[src/rtl/param_rf_sb.sv]
`default_nettype none
// ============================================================================
// param_rf_sb : parameterised register file with lane write mask and a
//               per-register busy scoreboard (reserve / release-on-write).
//               Optional write-to-read forwarding under macro RF_BYPASS_EN.
// Revision    : 1.0 - initial release
// ============================================================================
module param_rf_sb #(
    parameter int WIDTH = 8,
    parameter int DEPTH = 4,
    parameter int LANES = 1,
    localparam int AW = $clog2(DEPTH),
    localparam int LW = WIDTH / LANES
) (
    input  logic             clock,
    input  logic             reset,
    input  logic [AW-1:0]    reg1,
    input  logic [AW-1:0]    reg2,
    input  logic [AW-1:0]    regw,
    input  logic [WIDTH-1:0] dataw,
    input  logic [LANES-1:0] wmask,
    input  logic             RFWrite,
    input  logic             rsv_en,
    input  logic [AW-1:0]    rsv_reg,
    output logic [WIDTH-1:0] data1,
    output logic [WIDTH-1:0] data2,
    output logic             rdy1,
    output logic             rdy2,
    output logic [DEPTH-1:0] busy,
    output logic [AW:0]      busy_cnt,
    output logic             rsv_err
);

    logic [WIDTH-1:0] rd_arr [DEPTH];
    logic [DEPTH-1:0] busy_next;
    logic [AW:0]      cnt_next;
    logic             rsv_conflict;

    // Each register owns its storage so every element has a single driver.
    for (genvar i = 0; i < DEPTH; i++) begin : g_reg
        localparam logic [AW-1:0] IDX = AW'(i);
        logic [WIDTH-1:0] q;
        logic             we;

        assign we = RFWrite && (regw == IDX);

        always_ff @(posedge clock or posedge reset) begin
            if (reset) begin
                q <= '0;
            end else if (we) begin
                for (int l = 0; l < LANES; l++) begin
                    if (wmask[l]) begin
                        q[l*LW +: LW] <= dataw[l*LW +: LW];
                    end
                end
            end
        end

        assign rd_arr[i] = q;
    end

    // Release first, then reserve, so a same-register reserve wins.
    always_comb begin
        busy_next = busy;
        if (RFWrite) begin
            busy_next[regw] = 1'b0;
        end
        if (rsv_en) begin
            busy_next[rsv_reg] = 1'b1;
        end
    end

    always_comb begin
        cnt_next = '0;
        for (int i = 0; i < DEPTH; i++) begin
            cnt_next = cnt_next + {{AW{1'b0}}, busy_next[i]};
        end
    end

    // A same-cycle release of the target register makes the re-reserve legal.
    assign rsv_conflict = rsv_en && busy[rsv_reg] && !(RFWrite && (regw == rsv_reg));

    always_ff @(posedge clock or posedge reset) begin
        if (reset) begin
            busy     <= '0;
            busy_cnt <= '0;
            rsv_err  <= 1'b0;
        end else begin
            busy     <= busy_next;
            busy_cnt <= cnt_next;
            rsv_err  <= rsv_conflict;
        end
    end

`ifdef RF_BYPASS_EN
    function automatic logic [WIDTH-1:0] lane_merge(
        input logic [WIDTH-1:0] base,
        input logic [WIDTH-1:0] wd,
        input logic [LANES-1:0] m
    );
        logic [WIDTH-1:0] r;
        r = base;
        for (int l = 0; l < LANES; l++) begin
            if (m[l]) begin
                r[l*LW +: LW] = wd[l*LW +: LW];
            end
        end
        return r;
    endfunction

    logic hit1;
    logic hit2;

    assign hit1  = RFWrite && (regw == reg1);
    assign hit2  = RFWrite && (regw == reg2);
    assign data1 = hit1 ? lane_merge(rd_arr[reg1], dataw, wmask) : rd_arr[reg1];
    assign data2 = hit2 ? lane_merge(rd_arr[reg2], dataw, wmask) : rd_arr[reg2];
    assign rdy1  = hit1 | ~busy[reg1];
    assign rdy2  = hit2 | ~busy[reg2];
`else
    assign data1 = rd_arr[reg1];
    assign data2 = rd_arr[reg2];
    assign rdy1  = ~busy[reg1];
    assign rdy2  = ~busy[reg2];
`endif

endmodule
`default_nettype wire
[config.mk]
export PLATFORM = sky130hd
export DESIGN_NAME = param_rf_sb
export DESIGN_NICKNAME = d
export VERILOG_FILES = /design/src/rtl/param_rf_sb.sv
export SDC_FILE = /design/constraint.sdc
export NUM_CORES = 1
export LEC_CHECK = 0
export BUFFER_PORTS_ARGS = -buffer_cell sky130_fd_sc_hd__buf_4
export CELL_PAD_IN_SITES_DETAIL_PLACEMENT = 1
export CELL_PAD_IN_SITES_GLOBAL_PLACEMENT = 1
export CORE_MARGIN = 2
export CORE_UTILIZATION = 40
export DETAILED_ROUTE_END_ITERATION = 10
export PLACE_DENSITY = 0.77
export SYNTH_ARGS = -nofsm -noshare
export SYNTH_HDL_FRONTEND = slang
export SYNTH_SLANG_ARGS = --single-unit
[constraint.sdc]
create_clock -name clock -period 1.4 [get_ports clock]
set_input_delay 0.28 -clock clock [delete_from_list [all_inputs] [get_ports clock]]
set_output_delay 0.28 -clock clock [all_outputs]
set_load 0.01 [all_outputs]
==> results.md, run 1 <==
* GRT Residual Overflow at 0
* Detailed Place HPWL at about 4.1 mm
* Post-synth top cells: dfrtp_1 (40), mux2_2 (24), mux4_2 (18)
* TritonCTS clock tree: yes
* CTS Sinks at 40
* DP Worst Slack at -0.468 ns
* Site row count at 26
* Failing checks: setup timing
* Synth Flop Type: dfrtp_1
* Die width at 76.8 um
* DRT Wirelength at 6.22 mm
* Clock network power share at approximately a quarter
* Peak VDD IR at 0.000567 V
* First-iteration detailed-routing DRC count at between 70 and 80
* Synthesized area per cell at 16.3 um2
* Critical Path AT at 1.48 ns
* Setup Skew at 0.00370 ns
* Vias in the first global route at between 1,500 and 2,000
* Ports at 47
* CTS root buf: clkbuf_8
* Post-Synthesis Cell Area at 2120 um2
* Post-synth EDFFs at 0
* Setup CP Type: reg -> out
* Synthesized Nets at 154
* Final setup margin at -0.358 ns
* Gate power share at between 30% and 40%
* Diodes inserted at 0
* Skew-Pair Late Insertion Delay at 0.30 ns
* Warnings from Yosys at 0
* Most frequent cell after synthesis: dfrtp_1
* Worst setup SP type: flop
* Drt drc at 0
* Initial Util at 41.5%
* Period utilization at 126%
* H-tree depth at 2
* Final Wtd Congestion at 0.730
* Nets@finish at approximately 240
* Area after DPL at ~2700 um2
* Final TNS setup at -4.74 ns
* Worst-path clk slew at 0.09 ns
* Hold Path Class: in -> async
* GRT Total Usage at 22.2%
* Final Power at 4.27 mW
* Hold Fails Final Rpt at 0
* Max Root-Sink Buffers at 2
* Worst-path fanout max at 3
* Int Pwr at ~3.1 mW
* Post-synthesis sequential area ratio at 47.2%
* DR WL/cell at around 22 um
* Max Cap Violations at 0
* Switching share of total power at 28.3%
* Port Buffers at 46
* Unrepaired setup endpoints after global routing: yes
* Non-Filler Cell Area, Final at 3070 um2
* Hold Buf Count CTS at 0
* First-pass GRT wire length at slightly below 10 mm
* Lkg Pwr at 1.40 nW
* Synthesized instance count at 130
* Min cycle time layout at about 1.8 ns
* Flops & latches, synth at 40
* Status: finished, violations left
* Initial antenna violation count at 0
* Max Clk Rate at 569 MHz
* Slew Viols, Final at 0
* Largest net degree at the start of global routing at 41
* Slew at the pin with the worst max-slew slack at 0.312 ns
* CTS buffer count at 5
* Post-route ant nets at 0
* Seq pwr share at between 30% and 40%
* Synth area leaders: dfrtp_1 (47%), mux4_2 (19%), mux2_2 (13%), mux2_4 (5.7%), buf_2 (1.4%)
* Power density over cell area at about 1400 nW/um2
* Crit path required time at ~1.1 ns
* Area fraction of the dominant cell type after synthesis at 47.2%
* Core Area at 5110 um2
* Area Growth Syn to Fin at 45.0%
* NetSw at 1.21 mW
* Synth area leader: dfrtp_1
* Final setup vio count at 21
* Die Y at 76.8 um
* Drt via density at 5.32
* Slew HR at around four fifths
* DRT Pass-1 Iters at 4
* Synth cell types at 26
* Critical path endpoint category: output port
* DR vias at 1,510
* Share of cells above drive strength 1 at 73.4%
* Full die area at a little under 6000 um2
* Async SR Flop Fraction at 100%
==> power groups by stage <==
stage	Clock, mW	Combinational (mW)	Sequential [mW]
after floorplan	0	0.689	1.59
after global placement	0	1.20	1.57
after detailed placement	0	1.27	1.62
after CTS	1.05	1.51	1.59
after global routing	1.13	1.70	1.63
final	1.06	1.61	1.60
==> worst paths after layout <==
check / startpoint / end / cells past startpoint / slack [ns]
min: reset / g_reg[1].q[7] / 3 / 0.03
min reg2reg: g_reg[2].q[0] / g_reg[2].q[0] / 1 / 0.53
max: busy[1] / rdy2 / 4 / -0.36
min in group clock: rsv_reg[0] / busy[0] / 2 / 0.23
max in group asynchronous: reset / g_reg[3].q[5] / 3 / 1.16
max reg2reg: busy[3] / busy_cnt[1] / 6 / -0.35
==> registers in the layout, summed over array words and instances, names as in the netlist <==
signal,flops
busy,4
g.q,32
rsv_err,1
busy_cnt,3
==> through the flow <==
step	utilization, %	std cells	hold WS (ns)
global placement	52.6	257	0.355
floorplan	-	130	0.428
CTS	58.5	276	0.0445
detailed placement	52.6	257	0.365
finish	60.2	284	0.0319
global route	60.2	284	0.0581
==> kinds of logic after synthesis <==
| family | share of synthesized area, % |
|---|---|
| muxes | 38.5 |
| DFF | 47.2 |
| and+or+nand+nor | 5.79 |
| buffers and inverters | 3.54 |
| AOI/OAI and AO/OA | 2.01 |
| adders and majority gates | 2.12 |
| xor gates and xnor gates | 0.827 |
==> routing by layer <==
| metal | wire, um | vias to the layer above | GRT usage, % |
|---|---|---|---|
| met2 | 3550 | 27 | 40.4 |
| met4 | 128 | 0 | 8.00 |
| met3 | 134 | 12 | 3.29 |
| met1 | 2410 | 813 | 26.7 |
| li1 | - | 658 | - |
| met5 | 0 | - | 0 |
==> placed cells by master, fill, tap and decap left out, drive strengths merged <==
cell type,n
a31oi,1
and3,1
buf,85
bufinv,1
clkbuf,7
dfrtp,40
fa,1
ha,2
inv,4
mux2,32
mux2i,2
mux4,18
nand2,5
nand2b,1
nand3,2
nand3b,1
nand4,1
nand4b,1
nor2,1
nor2b,1
o21ai,2
o22a,1
o2bb2ai,2
xnor2,2
==> critical path, cell delays in order (launching register included) <==
cell and delay [ns]:
dfrtp_1 0.41, buf_6 0.13, mux4_2 0.46, inv_2 0.08
buf_6 0.10
==> area by class of cell <==
type                            count  area [um2]
Inverter                            4        15.0
Clock buffer                        7        96.3
Tap cell                           70        87.6
Sequential cell                    40        1000
Clock inverter                      1        30.0
Fill cell                         499        2030
Multi-Input combinational cell     77        1090
Timing Repair Buffer               85         749
==> repair_timing <==
action                                  CTS  global route
resized for setup                        24             6
buffers inserted                         11             9
pin swaps                                 1             1
endpoints found under the setup margin   21            23
Note: power is estimated with default switching activity, not from simulation.
==> inputs of run 2 (changes only) <==
Settings changed: CELL_PAD_IN_SITES_DETAIL_PLACEMENT 1 to unset, CELL_PAD_IN_SITES_GLOBAL_PLACEMENT 1 to unset, CORE_UTILIZATION 40 to 45, PLACE_DENSITY 0.77 to 0.73.
==> results.md, run 2 (synthesis gave the netlist of run 1 again) <==
* Most frequent cells in the layout: buf_4 (51), dfrtp_1 (40), mux2_2 (24)
* Slew Viols, Final at 0 (unchanged)
* DR WL/cell at 18.5 um (-16%)
* Non-Filler Instances at 255 (-10%)
* Worst hold slack at 0.0272 ns (-0.00470 ns)
* H-tree depth at 2 (unchanged)
* Max Clk Rate at 578 MHz (+1.6%)
* Area Growth Syn to Fin at 39.1%
* Min cycle time layout at 1.73 ns (-0.0283 ns)
* Max Cap Violations at 0 (unchanged)
* Final setup margin at -0.330 ns (+0.0283 ns)
* Most flops, register: g.q
* Max FFs per register at 32 (unchanged)
* Nets@finish at 226 (-4.6%)
* Peak VDD IR at 0.000566 V (about the same)
* CTS buffer count at 5 (unchanged)
* Skew-Pair Late Insertion Delay at 0.30 ns (about the same)
* Slowest CP cell: mux4_2
* DRT Pass-1 Iters at 4 (unchanged)
* TritonCTS clock tree: yes
* Post-route ant nets at 0 (unchanged)
* Worst-path fanout max at 3 (unchanged)
* Hold Fails Final Rpt at 0 (unchanged)
* Core Area at 4440 um2 (-13%)
* Final setup vio count at 21 (unchanged)
* Lkg Pwr at 1.34 nW (-4.2%)
* Crit path required time at 1.12 ns (about the same)
* Period utilization at 124% (-2.0 points)
* Failing checks: setup timing
* Crit path cell chain: buf_6 > mux4_2 > inv_2 > buf_6
* Max incr delay on CP at 0.47 ns (about the same)
* Full die area at 5280 um2 (-11%)
* Final Wtd Congestion at 0.800 (+9.6%)
* GRT Residual Overflow at 0 (unchanged)
* Setup CP Type: reg -> out
* Unrepaired setup endpoints after global routing: yes
* Fillers at 328 (-34%)
* Placed Cells incl. Taps at 240 (-6.6%)
* CTS root buf: clkbuf_8
* Slew HR at 77.5% (-1.5 points)
* CTS Sinks at 40 (unchanged)
* Vias in the first global route at 1,588 (-11%)
* Worst setup SP type: flop
* R2R setup slack at -0.27 ns (+0.08 ns)
* First-pass GRT wire length at 7.87 mm (-20%)
* Die Y at 72.6 um (-5.4%)
* Drt via density at 5.58 (+4.9%)
* Buf+Inv Stages, Crit Path at 3 (unchanged)
* Hold Path Class: in -> async
* Detailed Place HPWL at 3.43 mm (-16%)
* Drt drc at 0 (unchanged)
* Port Buffers at 46 (unchanged)
* GRT Total Usage at 20.5% (-1.7 points)
* Diodes inserted at 0 (unchanged)
* Critical path endpoint category: output port
* Max Root-Sink Buffers at 2 (unchanged)
* First-iteration detailed-routing DRC count at 40 (-48%)
* DRT Wirelength at 4.72 mm (-24%)
* Setup Skew at 0.00125 ns (-0.00244 ns)
* Top flop regs: g.q (32), busy (4), busy_cnt (3)
* Die width at 72.6 um (-5.4%)
* Commonest non-fill, non-tap cell in the layout: buf_4
* Share of cells above drive strength 1 at 71.9% (-1.4 points)
* FF/Latch Area at 1000 um2 (unchanged)
* Critical Path AT at 1.45 ns (-0.03 ns)
* Initial antenna violation count at 0 (unchanged)
* Power density over cell area at 1370 nW/um2 (-1.5%)
* Slew at the pin with the worst max-slew slack at 0.334 ns (+0.0219 ns)
* Initial Util at 47.7% (+6.2 points)
* Status: finished, violations left
* Largest net degree at the start of global routing at 41 (unchanged)
* Hold Buf Count CTS at 0 (unchanged)
* Final TNS setup at -4.34 ns (+0.400 ns)
* CP top delay family: multiplexers
* DR vias at 1,422 (-5.8%)
* Most common cell on crit path: buf_6
* Multi-input gate area at 1080 um2 (-1.1%)
* Worst-path clk slew at 0.08 ns (about the same)
* Ports at 47 (unchanged)
* Final core utilization at 66.4% (+6.2 points)
* Site row count at 24 (-7.7%)
-- run 2: cell types whose count changed in the layout (fill, tap and decap cells not counted) --
cell	delta
buf_6	-2
buf_4	-9
nand2_4	-1
o21ai_2	+1
o21ai_4	-1
nand2_2	+1
-- run 2: per-layer routing --
| layer | GRT usage, % | wire (um) | up-vias |
|---|---|---|---|
| met4 | 8.02 | 136 | 0 |
| met2 | 34.4 | 2430 | 47 |
| met5 | 0 | 0 | - |
| li1 | - | - | 638 |
| met3 | 5.66 | 223 | 15 |
| met1 | 25.2 | 1930 | 722 |
-- run 2: cell type report --
| type | count | share of cell area [%] |
|---|---|---|
| clock buffers | 7 | 3.27 |
| clock inverters | 1 | 1.02 |
| inverters | 4 | 0.509 |
| multi-input cells | 77 | 36.7 |
| flip-flops and latches | 40 | 33.9 |
| well taps | 52 | 2.21 |
| repair buffers | 74 | 22.4 |
-- run 2: path summary, 6_finish.rpt --
| path | start | end | cells after the start |
|---|---|---|---|
| max in group asynchronous | reset | g_reg[1].q[4] | 3 |
| setup reg to reg | busy[3] | busy_cnt[1] | 6 |
| hold reg to reg | g_reg[2].q[6] | g_reg[2].q[6] | 1 |
| min in group clock | rsv_reg[0] | busy[0] | 2 |
| setup / recovery | busy[3] | rdy1 | 4 |
| hold / removal | reset | busy[2] | 3 |
-- run 2: through the flow --
stage | setup slack (ns) | power (mW) | area (um2)
after floorplan | -0.312 | 2.28 | 2150
after global placement | -0.375 | 2.77 | 2670
after detailed placement | -0.420 | 2.84 | 2670
after CTS | -0.335 | 4.03 | 2910
after global routing | -0.386 | 4.25 | 2950
final | -0.330 | 4.03 | 2950
-- run 2: worst register-to-register path, cell delays in order, from the launching register on --
cell	delay [ns]
dfrtp_1	0.39
buf_4	0.14
nand2_2	0.05
o21ai_2	0.06
fa_1	0.54
ha_2	0.19
ha_4	0.19
-- run 2: repair_timing --
action,4_1_cts,5_1_grt
setup endpoints to repair,21,21
pin swaps,1,1
resized for setup,23,3
setup buffers,4,3
-- run 2: where the power goes --
part,internal [mW],switching [mW],leakage (nW)
combinational,0.914,0.508,0.796
sequential,1.42,0.167,0.480
clock,0.629,0.397,0.0645
total,2.96,1.07,1.34
==> inputs of run 3 (changes only) <==
Settings changed: CORE_UTILIZATION 45 to 34, GPL_TIMING_DRIVEN set to 0, PLACE_DENSITY 0.73 to 0.58, SKIP_CTS_REPAIR_TIMING set to 1.
==> results.md, run 3 (synthesis gave the netlist of run 1 again) <==
* Status: finished, violations left
* Failing checks: setup timing
* Power density over cell area at 1370 nW/um2 (+0.39%)
* Skew-Pair Late Insertion Delay at 0.28 ns (-0.02 ns)
* Nets@finish at 207 (-8.4%)
* Worst setup SP type: flop
* DP Worst Slack at -0.428 ns (-0.00850 ns)
* Worst-path clk slew at 0.08 ns (about the same)
* Die width at 83.0 um (+14%)
* Area Growth Syn to Fin at 32.0%
* Max Root-Sink Buffers at 2 (unchanged)
* GRT Residual Overflow at 0 (unchanged)
* Slew HR at 43.2% (-34 points)
* DR vias at 1,322 (-7.0%)
* Most flops, register: g.q
* Crit path required time at 1.12 ns (about the same)
* Full die area at 6880 um2 (+30%)
* Lkg Pwr at 1.23 nW (-8.5%)
* First-iteration detailed-routing DRC count at 53 (+33%)
* DRT Pass-1 Iters at 4 (unchanged)
* Slew at the pin with the worst max-slew slack at 0.851 ns (+0.517 ns)
* Area after DPL at 2530 um2 (-5.4%)
* Gate power share at 34.7% (-0.6 points)
* CTS root buf: clkbuf_8
* GRT Total Usage at 13.9% (-6.6 points)
* Commonest non-fill, non-tap cell in the layout: dfrtp_1
* Worst-path fanout max at 4 (+1)
* Min cycle time layout at 1.64 ns (-0.0875 ns)
* Int Pwr at 2.80 mW (-5.4%)
* Slew Viols, Final at 0 (unchanged)
* Setup Skew at 0.00358 ns (+0.00232 ns)
* Most frequent cells in the layout: dfrtp_1 (37), buf_4 (30), mux2_2 (24)
* Setup CP Type: reg -> out
* Drt drc at 0 (unchanged)
* Seq pwr share at 41.6% (+2.3 points)
* DR WL/cell at 18.0 um (-2.7%)
* Crit path cell chain: mux4_2 > inv_2 > buf_6
* Peak VDD IR at 0.000550 V (-2.9%)
* Non-Filler Cell Area, Final at 2800 um2 (-5.1%)
* H-tree depth at 2 (unchanged)
* Hold Fails Final Rpt at 0 (unchanged)
* Final setup margin at -0.242 ns (+0.0875 ns)
* Vias in the first global route at 1,355 (-15%)
* Drt via density at 5.10 (-8.5%)
* Site row count at 28 (+17%)
* Post-route ant nets at 0 (unchanged)
* Critical Path AT at 1.36 ns (-0.09 ns)
* Multi-input gate area at 1090 um2 (+0.92%)
* Final core utilization at 47.0% (-19 points)
* First-pass GRT wire length at 7.36 mm (-6.5%)
* Final setup vio count at 21 (unchanged)
* Critical path endpoint category: output port
* Fillers at 557 (+70%)
* FF/Latch Area at 1000 um2 (+0.37%)
* Max FFs per register at 32 (unchanged)
* Top flop regs: g.q (32), busy (4), busy_cnt (3)
* Unrepaired setup endpoints after global routing: yes
* Initial Util at 35.6% (-12 points)
* Period utilization at 117% (-6.3 points)
* Initial antenna violation count at 0 (unchanged)
* CTS Sinks at 40 (unchanged)
* CTS buffer count at 5 (unchanged)
* Slowest CP cell: mux4_2
* Max Cap Violations at 0 (unchanged)
* Port Buffers at 38 (-17%)
* Die Y at 83.0 um (+14%)
* Largest net degree at the start of global routing at 41 (unchanged)
* Max incr delay on CP at 0.48 ns (about the same)
* Clock network power share at 23.7% (-1.7 points)
* Diodes inserted at 0 (unchanged)
* Detailed Place HPWL at 3.25 mm (-5.4%)
* Final Wtd Congestion at 0.742 (-7.3%)
* Core Area at 5960 um2 (+34%)
* NetSw at 1.04 mW (-3.1%)
* Share of cells above drive strength 1 at 70.1% (-1.8 points)
* Ports at 47 (unchanged)
* TritonCTS clock tree: yes
* Hold Path Class: in -> async
* Switching share of total power at 27.1% (+0.47 points)
* DRT Wirelength at 4.67 mm (-1.1%)
* Max Clk Rate at 609 MHz (+5.3%)
==> run 3: cell types whose count changed in the layout (fill, tap and decap cells not counted), moves of 2 or more <==
| cell | change |
|---|---|
| clkbuf_4 | +2 |
| buf_4 | -21 |
| dfrtp_1 | -3 |
| dfrtp_2 | +3 |
| buf_2 | +3 |
| buf_12 | -2 |
| clkbuf_8 | -2 |
| buf_6 | -2 |
==> run 3: per-layer routing <==
layer,global-route usage (%),wire length [um],up-vias
li1,-,-,597
met1,19.1,2120,688
met2,21.5,2300,33
met3,3.58,190,4
met4,4.47,50,0
met5,0,0,-
==> run 3: area by class of cell <==
| class | count | area share [%] |
|---|---|---|
| buffer | 9 | 2.68 |
| clock buffer | 6 | 2.59 |
| clock inverter | 2 | 1.25 |
| inverter | 4 | 0.537 |
| multi-input combinational | 77 | 39.0 |
| sequential | 40 | 35.9 |
| tap | 75 | 3.35 |
| timing repair buffer | 46 | 14.6 |
==> run 3: worst paths after layout <==
path	start	end	slack, ns	depth (start not counted)
hold / removal	reset	g_reg[3].q[3]	0.17	2
setup reg to reg	busy[1]	busy_cnt[1]	-0.21	4
max in group asynchronous	reset	busy[0]	0.64	2
min in group clock	dataw[6]	g_reg[0].q[6]	0.24	2
setup / recovery	busy[1]	rdy1	-0.24	3
hold reg to reg	g_reg[1].q[7]	g_reg[1].q[7]	0.53	1
==> run 3: worst max-delay path: cells and delay by family (launching register included) <==
kind,cells,cell delay [ns]
buf+inv,2,0.16
flops,1,0.44
mux,1,0.48
==> run 3: metrics by stage <==
stage	hold slack, ns	setup TNS (ns)	cells	total power, mW
detailed placement	0.505	-4.58	243	2.77
CTS	0.193	-4.37	251	3.69
finish	0.173	-3.85	259	3.84
floorplan	0.428	-0.714	130	2.28
global placement	0.499	-16.48	243	2.71
global route	0.236	-4.61	259	4.06
==> run 3: power by group through the flow <==
stage	Combinational, mW	Clock, mW	Sequential [mW]
floorplan	0.689	0	1.59
global placement	1.13	0	1.59
detailed placement	1.15	0	1.62
CTS	1.15	0.939	1.60
global route	1.43	0.993	1.63
finish	1.33	0.911	1.60
